`config.mk`:
```
export PLATFORM = sky130hd
export DESIGN_NAME = uart_fifo_tx
export DESIGN_NICKNAME = d
export VERILOG_FILES = /design/src/rtl/uart_fifo_tx.sv
export SDC_FILE = /design/constraint.sdc
export NUM_CORES = 1
export LEC_CHECK = 0
export ABC_AREA = 1
export ABC_CLOCK_PERIOD_IN_PS = 2710
export CORE_MARGIN = 8
export CORE_UTILIZATION = 55
export CTS_CLUSTER_SIZE = 28
export DETAILED_ROUTE_END_ITERATION = 16
export MAX_ROUTING_LAYER = met4
export PLACE_DENSITY = 0.83
export RECOVER_POWER = 25
export REMOVE_ABC_BUFFERS = 1
export SLEW_MARGIN = 20
export SYNTH_ARGS = -nofsm -noshare
export SYNTH_HDL_FRONTEND = slang
export SYNTH_SLANG_ARGS = --single-unit
```
`constraint.sdc`:
```
create_clock -name clk -period 2.71 [get_ports clk]
set_clock_uncertainty 0.05 [all_clocks]
set_input_delay 0.542 -clock clk [delete_from_list [all_inputs] [get_ports clk]]
set_output_delay 0.542 -clock clk [all_outputs]
set_load 0.1 [all_outputs]
```
`src/rtl/uart_fifo_tx.sv`:
```
`default_nettype none
// ============================================================================
//  Module      : uart_fifo_tx
//  Description : Transmit FIFO feeding a UART transmitter; launches one frame
//                per buffered word and waits for tx_done before the next.
//  Revision    : 1.0  initial release
// ============================================================================
module uart_fifo_tx #(
    parameter int DB = 8,
    parameter int W  = 2
) (
    input  logic          clk,
    input  logic          reset_n,
    input  logic [DB-1:0] w_data,
    input  logic          wr,
    output logic          tx_full,
    output logic          tx_empty,
    output logic [W:0]    count,
    output logic          overflow,
    output logic [DB-1:0] d_in,
    output logic          tx_start,
    input  logic          tx_done
);

    localparam logic [W:0] c_depth = {1'b1, {W{1'b0}}};

    localparam logic [1:0] c_idle  = 2'd0;
    localparam logic [1:0] c_start = 2'd1;
    localparam logic [1:0] c_wait  = 2'd2;

    logic [DB-1:0] r_mem [2**W];
    logic [W-1:0]  r_wr_ptr;
    logic [W-1:0]  r_rd_ptr;
    logic [W:0]    r_count;
    logic          r_overflow;
    logic [DB-1:0] r_d_in;
    logic          r_tx_start;
    logic [1:0]    r_state;

    logic          w_push;
    logic          w_pop;

    // The in-flight word stays counted until tx_done, so full covers it.
    assign tx_full  = (r_count == c_depth);
    assign tx_empty = (r_count == '0);
    assign count    = r_count;
    assign overflow = r_overflow;
    assign d_in     = r_d_in;
    assign tx_start = r_tx_start;

    assign w_push = wr && !tx_full;
    assign w_pop  = (r_state == c_wait) && tx_done;

    always_ff @(posedge clk) begin
        if (w_push) begin
            r_mem[r_wr_ptr] <= w_data;
        end
    end

    always_ff @(posedge clk or negedge reset_n) begin
        if (!reset_n) begin
            r_wr_ptr   <= '0;
            r_rd_ptr   <= '0;
            r_count    <= '0;
            r_overflow <= 1'b0;
            r_d_in     <= '0;
            r_tx_start <= 1'b0;
            r_state    <= c_idle;
        end else begin
            r_overflow <= wr && tx_full;

            if (w_push) begin
                r_wr_ptr <= r_wr_ptr + 1'b1;
            end
            if (w_pop) begin
                r_rd_ptr <= r_rd_ptr + 1'b1;
            end

            if (w_push && !w_pop) begin
                r_count <= r_count + 1'b1;
            end else if (!w_push && w_pop) begin
                r_count <= r_count - 1'b1;
            end

            case (r_state)
                c_idle: begin
                    r_tx_start <= 1'b0;
                    if (!tx_empty) begin
                        r_d_in     <= r_mem[r_rd_ptr];
                        r_tx_start <= 1'b1;
                        r_state    <= c_start;
                    end
                end
                c_start: begin
                    r_tx_start <= 1'b0;
                    r_state    <= c_wait;
                end
                c_wait: begin
                    r_tx_start <= 1'b0;
                    if (tx_done) begin
                        r_state <= c_idle;
                    end
                end
                default: begin
                    r_tx_start <= 1'b0;
                    r_state    <= c_idle;
                end
            endcase
        end
    end

endmodule
`default_nettype wire
```
-- After elaboration in Yosys (flattened, before gate mapping)
Memory sizes are Yosys's and may differ from the RTL's. A register that Yosys moved wholly into a read port is not among the register bits.
Cells that the tools add are included.
- bitwise logic cells: 1
- add/sub/neg operators: 4
- multiplexer cells: 9
- reduce and logical (&&, ||, !) cells: 14
- equality and inequality tests: 5
- operators with widths (operator ; number):
    3-bit two-way mux ; 2
    2-bit case mux with 3 select lines ; 1
    1-bit logical AND ; 5
    2-bit by 1-bit adder with 2-bit output, second input constant ; 2
    1-bit logical NOT ; 4
    1-bit two-way mux ; 4
    2-bit two-way mux ; 2
    2-bit inequality test, second input constant ; 2
    2-bit AND reduction ; 2
    3-bit by 1-bit adder with 3-bit output, second input constant ; 1
    3-bit == test, second input constant ; 1
    3-bit logical NOT ; 1
    3-bit by 1-bit subtractor with 3-bit output, second input constant ; 1
    2-bit by 1-bit == test with 1-bit output, second input constant ; 1
    2-bit == test, second input constant ; 1
    2-bit logical NOT ; 1
    2-bit nonzero test ; 1
    1-bit NOT ; 1
- output and inout bits: 15
- memories kept: 1
- register bits after elaboration: 11
- word-level logic and storage cells: 40
- memory bits (writable): 32
- input bits: 12
- memory list (name ; words ; bits a word ; rd ports ; clocked after memory_dff ; wr ports ; line ; source):
    r_mem ; 4 ; 8 ; 1 ; 1 ; 1 ; 31 ; logic [DB-1:0] r_mem [2**W];

-- Logic depth before layout (Yosys ltp)
- depth after elaboration: 7
- gate-level depth with buffers: 11
- mapped depth without buffers: 11

-- Worst setup path before layout
OpenSTA, ideal clock, no wires.
- path type: register to register
- start: register r_count[1] (netlist: count[1])
- end: register r_count[2] (netlist: count[2])
- stages on the path, launching flop included: 11
- slack: 0.162 ns
- setup time: 0.124 ns
- period minus slack after synthesis: 2.548 ns
- arrival: 2.374 ns
- required time: 2.536 ns
- buffers on the path: 0
- cells stage by stage: dfrtp_1 inv_1 nand3_1 nand2_1 inv_1 ha_1 inv_1 fa_1 nand2_1 nand3_1 xor2_1
- longest elaborated chain between the ends: 6
- elaborated cells between the ends (all ways): 11
- those cells by class: add/sub (2); eq/ne (1); mux (2); reduce/logical (6)
- RTL lines (element ; line ; source):
    from (decl) ; 34 ; logic [W:0] r_count;
    from (signal assigned) ; 80 ; r_count <= r_count + 1'b1;
    from (signal assigned) ; 82 ; r_count <= r_count - 1'b1;
    3-bit == test (*) ; 44 ; assign tx_full = (r_count == c_depth);
    1-bit logical NOT (*) ; 51 ; assign w_push = wr && !tx_full;
    1-bit logical AND (*) ; 51 ;
    named net w_push ; 40 ; logic w_push;
    1-bit logical NOT ; 81 ; end else if (!w_push && w_pop) begin
    1-bit logical AND ; 81 ;
    2-bit nonzero test (no line) ; n/a ;
The timed path passes the listed nets; every way through them passes the cells marked *. The select of a mux whose other input is x is not followed.
A chain may end at the register's enable or synchronous reset.

-- Final worst setup path
- start: input wr
- end: register r_count[2] (netlist: count[2])
- longest elaborated chain between the ends: 4
- elaborated cells between the ends (all ways): 6
- those cells by class: mux (1); reduce/logical (5)
- RTL lines (element ; line ; source):
    from (decl) ; 15 ; input logic wr,
    1-bit logical AND (*) ; 51 ;
    named net w_push ; 40 ;
    1-bit logical NOT ; 81 ;
    1-bit logical AND ; 81 ;
    2-bit nonzero test (no line) ; n/a ;
The timed path passes the listed nets; every way through them passes the cells marked *.

==> run summary <==
run status: complete, no violations
setup fix buffers added after clock tree synthesis: 0
Overflow after GRT: 0
count of antenna-violating nets left after detailed routing: 0
final wirelength: 3950 um
critical path's slowest cell: sky130_fd_sc_hd__clkdlybuf4s50_1
transition at the pin with the smallest max-transition slack: 0.889 ns
Iteration-0 DRC Markers: 133
Core ar.: 3970 um^2
top-level port count: 27
post-detailed-route via-to-cell ratio: 4.75
worst slew margin relative to its limit: 40.5%
cell family with the largest share of critical-path delay: buffers and inverters
number of buffers added by the clock tree synthesis step: 5
number of failing hold endpoints at the final stage: 0
pin count of the biggest net entering global routing: 20
final critical delay including setup and external delays: 2.09 ns
cells along the critical path: clkdlybuf4s50_1, nand2_1, inv_1, ha_1, inv_1, fa_1, nand2_1, nand3_1, xor2_1
Arrival @ worst endpoint: 2.23 ns
antenna violations before repair: 0
Antenna Cells: 0
Final setup violation count: 0
area share of the largest cell type after synthesis: 42.7%
setup repair after global routing missed its margin: false
Buffers on Ports: 26
DIE HEIGHT: 79.9 um
most used flip-flop cell after synthesis: sky130_fd_sc_hd__edfxtp_1
proportion of layout cells with a drive suffix above 1: 14.1%
crit path capture type: flop
count of buffering cells on the critical path with inverters included: 3
kind of start point of the critical path: input pin
worst r2r dst: count[2]$_DFFE_PN0P_
via count: 1450
routability congestion estimate from global placement: 0.815
period utilization: 77.1%
hold path endpoint: d_in[2]$_DFFE_PN0P_
Area contributors post-synth: sky130_fd_sc_hd__edfxtp_1, sky130_fd_sc_hd__dfrtp_1, sky130_fd_sc_hd__nand2_1
initial core utilization: 56.6%
clock latency on the worst-skew pair: 0.30 ns
classification of the worst-slack hold path: flop to flop
post-synth cell types: 22
global-route wire length before repair: 6920 um
number of enable-type register cells in the synthesized netlist: 32
max_cap viols: 0
share of synthesized flip-flops with an asynchronous set or reset: 37.3%
depth of the worst hold-timing path: 2
clock tree from TritonCTS: yes
area added between synthesis and finish: 16.9%
required time of the worst setup path: 2.85 ns
Bufs on Longest Clock Path: 2
delay of the slowest cell on the worst path: 0.47 ns
highest attainable clock frequency: 479 MHz
Initial DRT Pass Iterations: 4
most area-hungry cell type in the Yosys netlist: sky130_fd_sc_hd__edfxtp_1
most numerous cell in the Yosys netlist: sky130_fd_sc_hd__nand2_1
number of placement rows: 23
count of nets after finishing: 272
number of warnings printed during yosys synthesis: 0
synthesized instance count: 221
PostCTS Resize Cnt: 0
Setup Total Neg Slack: 0 ns
post-detailed-route DRC marker count: 0
number of pins exceeding their max-slew limit in the final report: 0
detailed placement HPWL: 2800 um
Die Wd: 79.9 um
flip-flop and latch count after synthesis: 51
sequential element share of the synthesized area: 63.9%
number of clock sinks: 51
hold_sp: d_in[2]$_DFFE_PN0P_
Synth Area per Inst: 10.2 um^2
setup slack, reg-to-reg: 0.68 ns
overall routing resource usage: 14.3%
FF-to-FF Start: count[0]$_DFFE_PN0P_
biggest fanout along the worst timing path: 7
Die Outline Area: 6390 um^2
wire length per cell: 13.0 um
hold-fix buffer count after cts: 0
number of levels in the clock H-tree: 2
Clk pin slew, worst setup/hold paths: 0.09 ns
vias in the first global route: 1472
final-layout fill cell count: 320
mapped cell area: 2250 um^2
depth of the worst register-to-register path: 10
leading cell types by count after synthesis: sky130_fd_sc_hd__nand2_1, sky130_fd_sc_hd__inv_1, sky130_fd_sc_hd__edfxtp_1
master cell of the clock root buffer: sky130_fd_sc_hd__clkbuf_8
category of the most critical setup path: input pin to flop
==> how the worst max path moves through the flow <==
stage,start,cells after the start,slack (ns),end
detailed placement,wr,9,0.33,count[2]$_DFFE_PN0P_
floorplan,count[1]$_DFFE_PN0P_,10,0.16,count[2]$_DFFE_PN0P_
global placement,wr,9,0.37,count[2]$_DFFE_PN0P_
finish,wr,9,0.62,count[2]$_DFFE_PN0P_
CTS,wr,9,0.64,count[2]$_DFFE_PN0P_
global route,count[1]$_DFFE_PN0P_,11,0.49,count[2]$_DFFE_PN0P_
==> placed cells by master, fill, tap and decap left out <==
cell type	n
sky130_fd_sc_hd__xor2_1	3
sky130_fd_sc_hd__dlygate4sd3_1	7
sky130_fd_sc_hd__xnor2_1	1
sky130_fd_sc_hd__nand3_1	20
sky130_fd_sc_hd__buf_4	19
sky130_fd_sc_hd__clkbuf_16	1
sky130_fd_sc_hd__clkdlybuf4s50_1	4
sky130_fd_sc_hd__clkbuf_8	5
sky130_fd_sc_hd__xor2_2	1
sky130_fd_sc_hd__o21ai_0	1
sky130_fd_sc_hd__edfxtp_1	32
sky130_fd_sc_hd__fa_1	1
sky130_fd_sc_hd__inv_6	1
sky130_fd_sc_hd__inv_2	1
sky130_fd_sc_hd__nor2_1	7
sky130_fd_sc_hd__inv_4	1
sky130_fd_sc_hd__inv_1	50
sky130_fd_sc_hd__ha_1	5
sky130_fd_sc_hd__nand2_2	5
sky130_fd_sc_hd__dfrtp_1	19
sky130_fd_sc_hd__clkinv_1	1
sky130_fd_sc_hd__nand2_1	67
sky130_fd_sc_hd__clkinv_2	1
sky130_fd_sc_hd__o21a_1	1
sky130_fd_sc_hd__nor2_4	1
==> through the flow <==
stage                     worst slack (ns)  util [%]  std cells  hold slack [ns]  cell area (um^2)
final                                0.621      66.2        305            0.434              2630
after global routing                 0.489      66.2        305            0.477              2630
after CTS                            0.641      66.2        305            0.439              2630
after detailed placement             0.334      63.6        297            0.417              2520
after global placement               0.369      63.6        297            0.413              2520
after floorplan                      0.162         -        217            0.196              2210
==> registers in the layout, summed over array words and instances, names as in the netlist <==
register,count
overflow,1
r_rd_ptr,2
d_in,8
r_state,2
tx_start,1
count,3
r_mem,32
r_wr_ptr,2
==> worst min-delay path, delay by kind of cell (launching register included) <==
kind | cells | cell delay, ns
DFF | 1 | 0.35
and+or+nand+nor | 2 | 0.11
==> layout make-up <==
cell class                      instances  area, um^2  area share [%]
Sequential cell                        51        1440            54.7
Multi-Input combinational cell        113         567            21.6
Timing Repair Buffer                   30         253            9.62
Inverter                               53         206            7.86
Clock buffer                            6        93.8            3.57
Tap cell                               50        62.6            2.38
Clock inverter                          2        8.76           0.333
==> per-layer routing <==
layer	global-route usage, %	vias to the layer above	share of wire (%)
li1	-	733	-
met1	16.8	669	43
met2	23.2	42	51
met3	3.04	6	4.3
met4	6.18	0	1.5
met5	-	-	0
==> kinds of logic (layout without fill, tap and decap cells) <==
kind of cell | after synthesis | after routing | share of synthesized area, %
fa+ha+maj | 6 | 6 | 3.67
xor+xnor | 5 | 5 | 2.28
simple gates | 100 | 100 | 18.7
compound gates | 2 | 2 | 0.556
flops | 51 | 51 | 63.9
buf+inv | 57 | 91 | 10.9
Power is not shown: default switching activity piles up to over one toggle a cycle in this logic, so the estimate is an artifact.
